===== src/rtl/stable_sig_a_driver.sv =====
// stable_sig_a_driver
//
// Drives sig_a from a valid/ready upstream. Every change on sig_a is held for
// at least MIN_HOLD rising edges before the next change is accepted, so a
// downstream $stable-style checker only ever sees legal transitions.
//
// Ports
//   clk           only clock, rising edge
//   rst           asynchronous active-low reset
//   in_valid      upstream offers in_data
//   in_data       offered value (WIDTH)
//   in_ready      block accepts this cycle: IDLE and not frozen
//   freeze        blocks acceptance and holds sig_a while high
//   sig_a         registered output (WIDTH)
//   sig_changed   one-cycle pulse after sig_a updated
//   same_drop     one-cycle pulse after an accepted value equal to sig_a
//   hold_busy     hold window running
//   change_count  saturating count of sig_a changes (CNT_W)
//
// state | meaning
// ------+-------------------------------------------------------------
// IDLE  | ready to accept (unless frozen)
// HOLD  | sig_a just changed; hcnt counts down the remaining hold edges

module stable_sig_a_driver #(
   parameter int               WIDTH     = 1,
   parameter int               MIN_HOLD  = 4,
   parameter int               CNT_W     = 16,
   parameter logic [WIDTH-1:0] RESET_VAL = '0
) (
   input  logic             clk,
   input  logic             rst,
   input  logic             in_valid,
   input  logic [WIDTH-1:0] in_data,
   output logic             in_ready,
   input  logic             freeze,
   output logic [WIDTH-1:0] sig_a,
   output logic             sig_changed,
   output logic             same_drop,
   output logic             hold_busy,
   output logic [CNT_W-1:0] change_count
);

   typedef enum logic {
      IDLE = 1'b0,
      HOLD = 1'b1
   } state_t;

   // The changing edge itself and the final hcnt==0 edge both count toward
   // the window, so the counter starts two below MIN_HOLD.
   localparam logic [7:0] HOLD_INIT = (MIN_HOLD > 1) ? 8'(MIN_HOLD - 2) : 8'd0;

   state_t           state_q, state_d;
   logic [7:0]       hcnt_q, hcnt_d;
   logic [WIDTH-1:0] sig_a_q, sig_a_d;
   logic             sig_changed_q, sig_changed_d;
   logic             same_drop_q, same_drop_d;
   logic [CNT_W-1:0] change_count_q, change_count_d;
   logic             accept;

   assign in_ready     = (state_q == IDLE) && !freeze;
   assign accept       = in_valid && in_ready;
   assign sig_a        = sig_a_q;
   assign sig_changed  = sig_changed_q;
   assign same_drop    = same_drop_q;
   assign hold_busy    = (state_q == HOLD);
   assign change_count = change_count_q;

   always_comb begin
      state_d        = state_q;
      hcnt_d         = hcnt_q;
      sig_a_d        = sig_a_q;
      sig_changed_d  = 1'b0;
      same_drop_d    = 1'b0;
      change_count_d = change_count_q;

      case (state_q)
         IDLE: begin
            if (accept) begin
               if (in_data != sig_a_q) begin
                  sig_a_d       = in_data;
                  sig_changed_d = 1'b1;
                  if (!(&change_count_q)) begin
                     change_count_d = change_count_q + CNT_W'(1);
                  end
                  if (MIN_HOLD > 1) begin
                     hcnt_d  = HOLD_INIT;
                     state_d = HOLD;
                  end
               end else begin
                  same_drop_d = 1'b1;
               end
            end
         end
         HOLD: begin
            // freeze deliberately does not pause the countdown
            if (hcnt_q == 8'd0) begin
               state_d = IDLE;
            end else begin
               hcnt_d = hcnt_q - 8'd1;
            end
         end
         default: begin
            state_d = IDLE;
            hcnt_d  = 8'd0;
         end
      endcase
   end

   always_ff @(posedge clk or negedge rst) begin
      if (!rst) begin
         state_q        <= IDLE;
         hcnt_q         <= 8'd0;
         sig_a_q        <= RESET_VAL;
         sig_changed_q  <= 1'b0;
         same_drop_q    <= 1'b0;
         change_count_q <= '0;
      end else begin
         state_q        <= state_d;
         hcnt_q         <= hcnt_d;
         sig_a_q        <= sig_a_d;
         sig_changed_q  <= sig_changed_d;
         same_drop_q    <= same_drop_d;
         change_count_q <= change_count_d;
      end
   end

endmodule

===== config.mk =====
export PLATFORM = sky130hd
export DESIGN_NAME = stable_sig_a_driver
export DESIGN_NICKNAME = d
export VERILOG_FILES = /design/src/rtl/stable_sig_a_driver.sv
export SDC_FILE = /design/constraint.sdc
export NUM_CORES = 1
export LEC_CHECK = 0
export ABC_AREA = 1
export CAP_MARGIN = 20
export CORE_MARGIN = 10
export CORE_UTILIZATION = 53
export CTS_CLUSTER_SIZE = 14
export DETAILED_ROUTE_END_ITERATION = 10
export PLACE_DENSITY = 0.87
export SYNTH_ARGS = -nofsm -noshare
export SYNTH_HDL_FRONTEND = slang
export SYNTH_SLANG_ARGS = --single-unit

===== constraint.sdc =====
create_clock -name clk -period 1.8 [get_ports clk]
set_input_delay 0.18 -clock clk [delete_from_list [all_inputs] [get_ports clk]]
set_output_delay 0.18 -clock clk [all_outputs]
set_load 0.05 [all_outputs]

==> Word-level counts from Yosys, hierarchy flattened <==
Cells that the tools add are included.
{ "classes": {"bitwise_logic": 2, "eq_ne": 4, "reduce_logical": 8, "muxes": 12, "n_addsub": 2} }
{ "ops": {"columns": ["op", "count"], "rows": [
  ["2-to-1 mux 8 bit", 3],
  ["adder 16 x 1 -> 16 bit, second input constant", 1],
  ["one-hot mux 8 bit (2 select lines)", 1],
  ["AND reduction 16 bit", 1],
  ["logical NOT 8 bit", 1],
  ["subtractor 8 x 1 -> 8 bit, second input constant", 1],
  ["2-to-1 mux 1 bit", 7],
  ["AND reduction 3 bit", 2],
  ["inequality test 2 bit, second input constant", 2],
  ["AND reduction 4 bit", 1],
  ["logical AND 1 bit", 2],
  ["inequality test 2 x 1 -> 1 bit, second input constant", 1],
  ["inverter 1 bit", 2],
  ["one-hot mux 1 bit (2 select lines)", 1],
  ["logical NOT 1 bit", 1],
  ["inequality test 1 bit", 1]
]} }
{ "word_totals": {"input_bits": 5, "out_inout_bits": 21, "register_bits": 28, "word_cells": 34} }

==> Depth between registers and ports, before layout <==
{ "depth": {"word_depth": 5, "ltp_mapped": 9, "depth_no_buf": 9} }

==> Worst setup path before layout <==
Ideal clock, no wire load.
{ "synth_path": {"path_kind": "reg2reg", "from": "register state_q, in the netlist hold_busy", "to": "register change_count_q[3], in the netlist change_count[3]", "setup_ns": 0.066, "slack_ns": -0.117, "t_arrival_ns": 1.851, "t_required_ns": 1.734, "n_path_buf": 2, "path_stages_with_launch": 10, "synth_period_minus_slack_ns": 1.917, "cell_sequence": "dfrtp_1 -> buf_6 -> nor2_4 -> nand2_2 -> a21oi_4 -> inv_2 -> nor2_4 -> buf_6 -> nand2_1 -> nand2_1"} }
{ "synth_between": {"elab_chain_cells": 4} }
{ "synth_lines": {"columns": ["element", "line_no", "source"], "rows": [
  ["start: declaration", "53", "state_t state_q, state_d;"],
  ["start signal: assignment", "119", "state_q <= state_d;"],
  ["inverter 1 bit (no source line)", null, null],
  ["logical AND 1 bit", "61", "assign in_ready = (state_q == IDLE) && !freeze;"],
  ["net in_ready", "35", "output logic in_ready,"],
  ["logical AND 1 bit", "62", "assign accept = in_valid && in_ready;"],
  ["AND reduction 4 bit (no source line)", null, null],
  ["end signal: assignment", "124", "change_count_q <= change_count_d;"],
  ["end: declaration", "58", "logic [CNT_W-1:0] change_count_q, change_count_d;"]
]} }
The timed path passes the listed nets, and every way through them passes these cells.
A chain may end at the register's enable or synchronous reset.

==> Worst setup path in the final report <==
{ "layout_path": {"from": "register sig_changed_q, in the netlist sig_changed", "to": "output port sig_changed"} }
{ "layout_rtl": {"columns": ["element", "line_no", "source"], "rows": [
  ["start: declaration", "56", "logic sig_changed_q, sig_changed_d;"],
  ["start signal: assignment", "122", "sig_changed_q <= sig_changed_d;"],
  ["end: declaration", "38", "output logic sig_changed,"]
]} }
No word-level cell between the ends.

==> summary.txt <==
Route
  • Top sig layer: met4
  • Wire length per cell: 11.0 um
  • Wire length on met3: 244 um
  • M1 WL: 1800 um
  • Vias/cell: 4.77
  • Final ANT Viol Nets: 0
  • DRT Wirelength: 3500 um
  • Drt first-iter violations: 140
  • Via Count: 1513
  • Drt drc: 0
  • DRT Pass-1 Iters: 4
  • Met2 WL: 1420 um

Setup path
  • Largest stage delay, worst path: 0.79 ns
  • R2R setup slack: 0.21 ns
  • Crit path DAT: 1.46 ns
  • CP endpoint kind: output pin
  • Critical Path RT: 1.62 ns
  • Setup crit start: sig_changed
  • Crit-path cells: clkdlybuf4s50_1
  • Crit path max-delay cell type: clkdlybuf4s50_1
  • Startpoint types: register
  • Levels on crit path: 1
  • CP Max Fanout: 1
  • R2R Path Start: change_count[1]
  • Reg2reg end: change_count[13]
  • Critical path type: register to output pin
  • Reg2reg path depth: 7
  • CP bufs+invs: 1
  • Crit path capture: sig_changed
  • CP top delay family: buffers and inverters

Clocking
  • Clk buf depth: 2
  • Htree depth: 1
  • Clock Tree Root: clkbuf_4
  • CTS tree: done
  • CTS Buf Count: 3
  • Worst-skew pair later-pin latency: 0.33 ns
  • Clk sinks: 28
  • Post-CTS Hold Fix Bufs: 0
  • Clock Pin Slew Worst Setup and Hold Paths: 0.14 ns

Final layout
  • FF+latch area: 704 sq um
  • Share of layout cells above drive strength 1: 11.7%
  • Fillers: 272
  • ANT cells: 0
  • Post-layout net count: 282
  • Layout area overhead: 22.5%
  • Finished Cell Area: 2050 sq um
  • Multi-input logic area: 870 sq um

Pwr
  • Peak VDD IR: 654 uV
  • Power Dens Cells: 1160 nW/um^2
  • Leak Pwr: 1.08 nW

STA
  • Clk_skew: 0.00918 ns
  • RSZ-0062 raised after global routing: no
  • Maximum clock rate: 609 MHz
  • Slew @ Worst Pin: 0.527 ns
  • Finish-stage setup viols: 0
  • Setup WS post-layout: 0.158 ns
  • Pins Over Slew Limit: 0
  • Slew HR: 64.8%
  • Fin crit share: 91.2%
  • Min cycle time layout: 1.64 ns
  • Fin. Hold Viols: 0
  • Post-Route Setup TNS: 0 ns

Global route
  • Antenna violations before repair: 0
  • Vias in the first global route: 1377
  • Grt ovf: 0
  • Wire length of the first global-routing pass: 6330 um
  • Gr usage total: 12.6%
  • Largest net degree at the start of global routing: 29

Synth
  • Most numerous cell in the Yosys netlist: nand2_1
  • Post-synthesis register bit count: 28
  • Synth area leader: dfrtp_1
  • Synth area leaders: dfrtp_1 (42%), nand2_1 (24%), nor2_1 (6.3%)
  • Avg Cell Area, Syn: 6.98 sq um
  • Post-synth EDFFs: 0
  • Mapped Nets: 248
  • Cells after Synth: 240
  • Top_reg_cell synth: dfrtp_1
  • Cell Area, Synth: 1680 sq um
  • Fraction of the yosys area taken by sequential cells: 41.8%
  • Yosys Warn Count: 0
  • Unique masters post-synth: 19
  • Top-area cell type share of the netlist area: 41.8%
  • Synth top cells by count: nand2_1 (106), dfrtp_1 (28), nor2_1 (28), inv_1 (20), nand3_1 (19)
  • Async S/R FF share, synth: 100%

Floorplan
  • I/O pin count: 26
  • Die Ht: 76.2 um
  • DIE AREA: 5810 sq um
  • Die extent in x: 76.2 um
  • Starting Density: 55.3%
  • Std cell rows: 20
  • Core area: 3030 sq um

Run
  • Max-cap violations: 0

Placement
  • Final HPWL DP: 2610 um
  • Post-DP Area: 1980 sq um
  • RD Place Congestion: 0.839
  • Place WS: 0.131 ns
  • Port bufs: 25

Hold path
  • Hold WC Path Type: input port to async pin

Status
  • Status: finished, final reports clean
==> repair_timing <==
item	4_1_cts	5_1_grt
setup endpoints to repair	3	19
resized for setup	3	5
setup buffers	0	1
pin swaps	0	1
endpoints found under the hold margin	0	0
==> where the power goes <==
part	leakage, nW	internal (W)	switching, W
registers	0.373	0.000770	0.000150
logic	0.685	0.000403	0.000758
clock network	0.0210	0.000124	0.000182
==> logic make-up after synthesis <==
group / Yosys count / share of synthesized area [%]
DFF: 28 / 41.8
buffers and inverters: 25 / 6.72
and+or+nand+nor: 164 / 40.3
xor gates and xnor gates: 9 / 4.70
adders and majority gates: 3 / 2.24
AOI/OAI and AO/OA: 11 / 4.18
==> through the flow <==
step	utilization, %	power, W	instances	hold WS, ns
after floorplan	-	0.00179	240	-0.116
after global placement	65.5	0.00207	312	0.500
after detailed placement	65.5	0.00209	312	0.501
after CTS	66.5	0.00239	316	0.209
after global routing	67.8	0.00261	317	0.222
final	67.8	0.00239	317	0.202
==> final cells by class <==
type / count / area share, %
repair buffers: 32 / 14.8
inverters: 22 / 4.02
well taps: 44 / 2.68
multi-input cells: 187 / 42.4
flip-flops and latches: 28 / 34.3
clock buffers: 4 / 1.77
==> registers in the layout (all words and copies together), names as in the netlist <==
register,count
hold_busy,1
change_count,16
same_drop,1
sig_changed,1
sig_a,1
hcnt_q,8
==> routing by layer <==
layer | vias up | GRT usage (%)
met3 | 4 | 3.54
met2 | 42 | 18.0
met4 | 0 | 3.72
li1 | 811 | -
met1 | 656 | 17.7
met5 | - | 0
==> placed cells by master (no fill, tap or decap), types with 2 or more instances in the layout <==
cell type,netlist,layout
clkbuf_4,0,3
nor2_1,28,28
xnor2_1,5,5
buf_4,1,17
dlygate4sd2_1,0,3
buf_12,0,2
nor2_4,2,2
o21ai_0,9,9
dfrtp_1,28,25
inv_1,20,20
nand2_1,106,106
xor2_1,4,4
clkdlybuf4s50_1,0,6
dfrtp_2,0,3
ha_1,3,3
dlymetal6s2s_1,0,4
nand3_1,19,19
nand4_1,7,7
==> how the worst min path moves through the flow <==
stage / startpoint / end / slack, ns / cells past startpoint
final: rst / change_count[2] / 0.20 / 2
after global placement: hcnt_q[6] / hcnt_q[6] / 0.50 / 2
after floorplan: rst / change_count[0] / -0.12 / 0
after detailed placement: hcnt_q[6] / hcnt_q[6] / 0.50 / 2
after global routing: rst / hcnt_q[2] / 0.22 / 2
after CTS: rst / change_count[9] / 0.21 / 2
No activity file was read; power rests on OpenSTA's default activity.
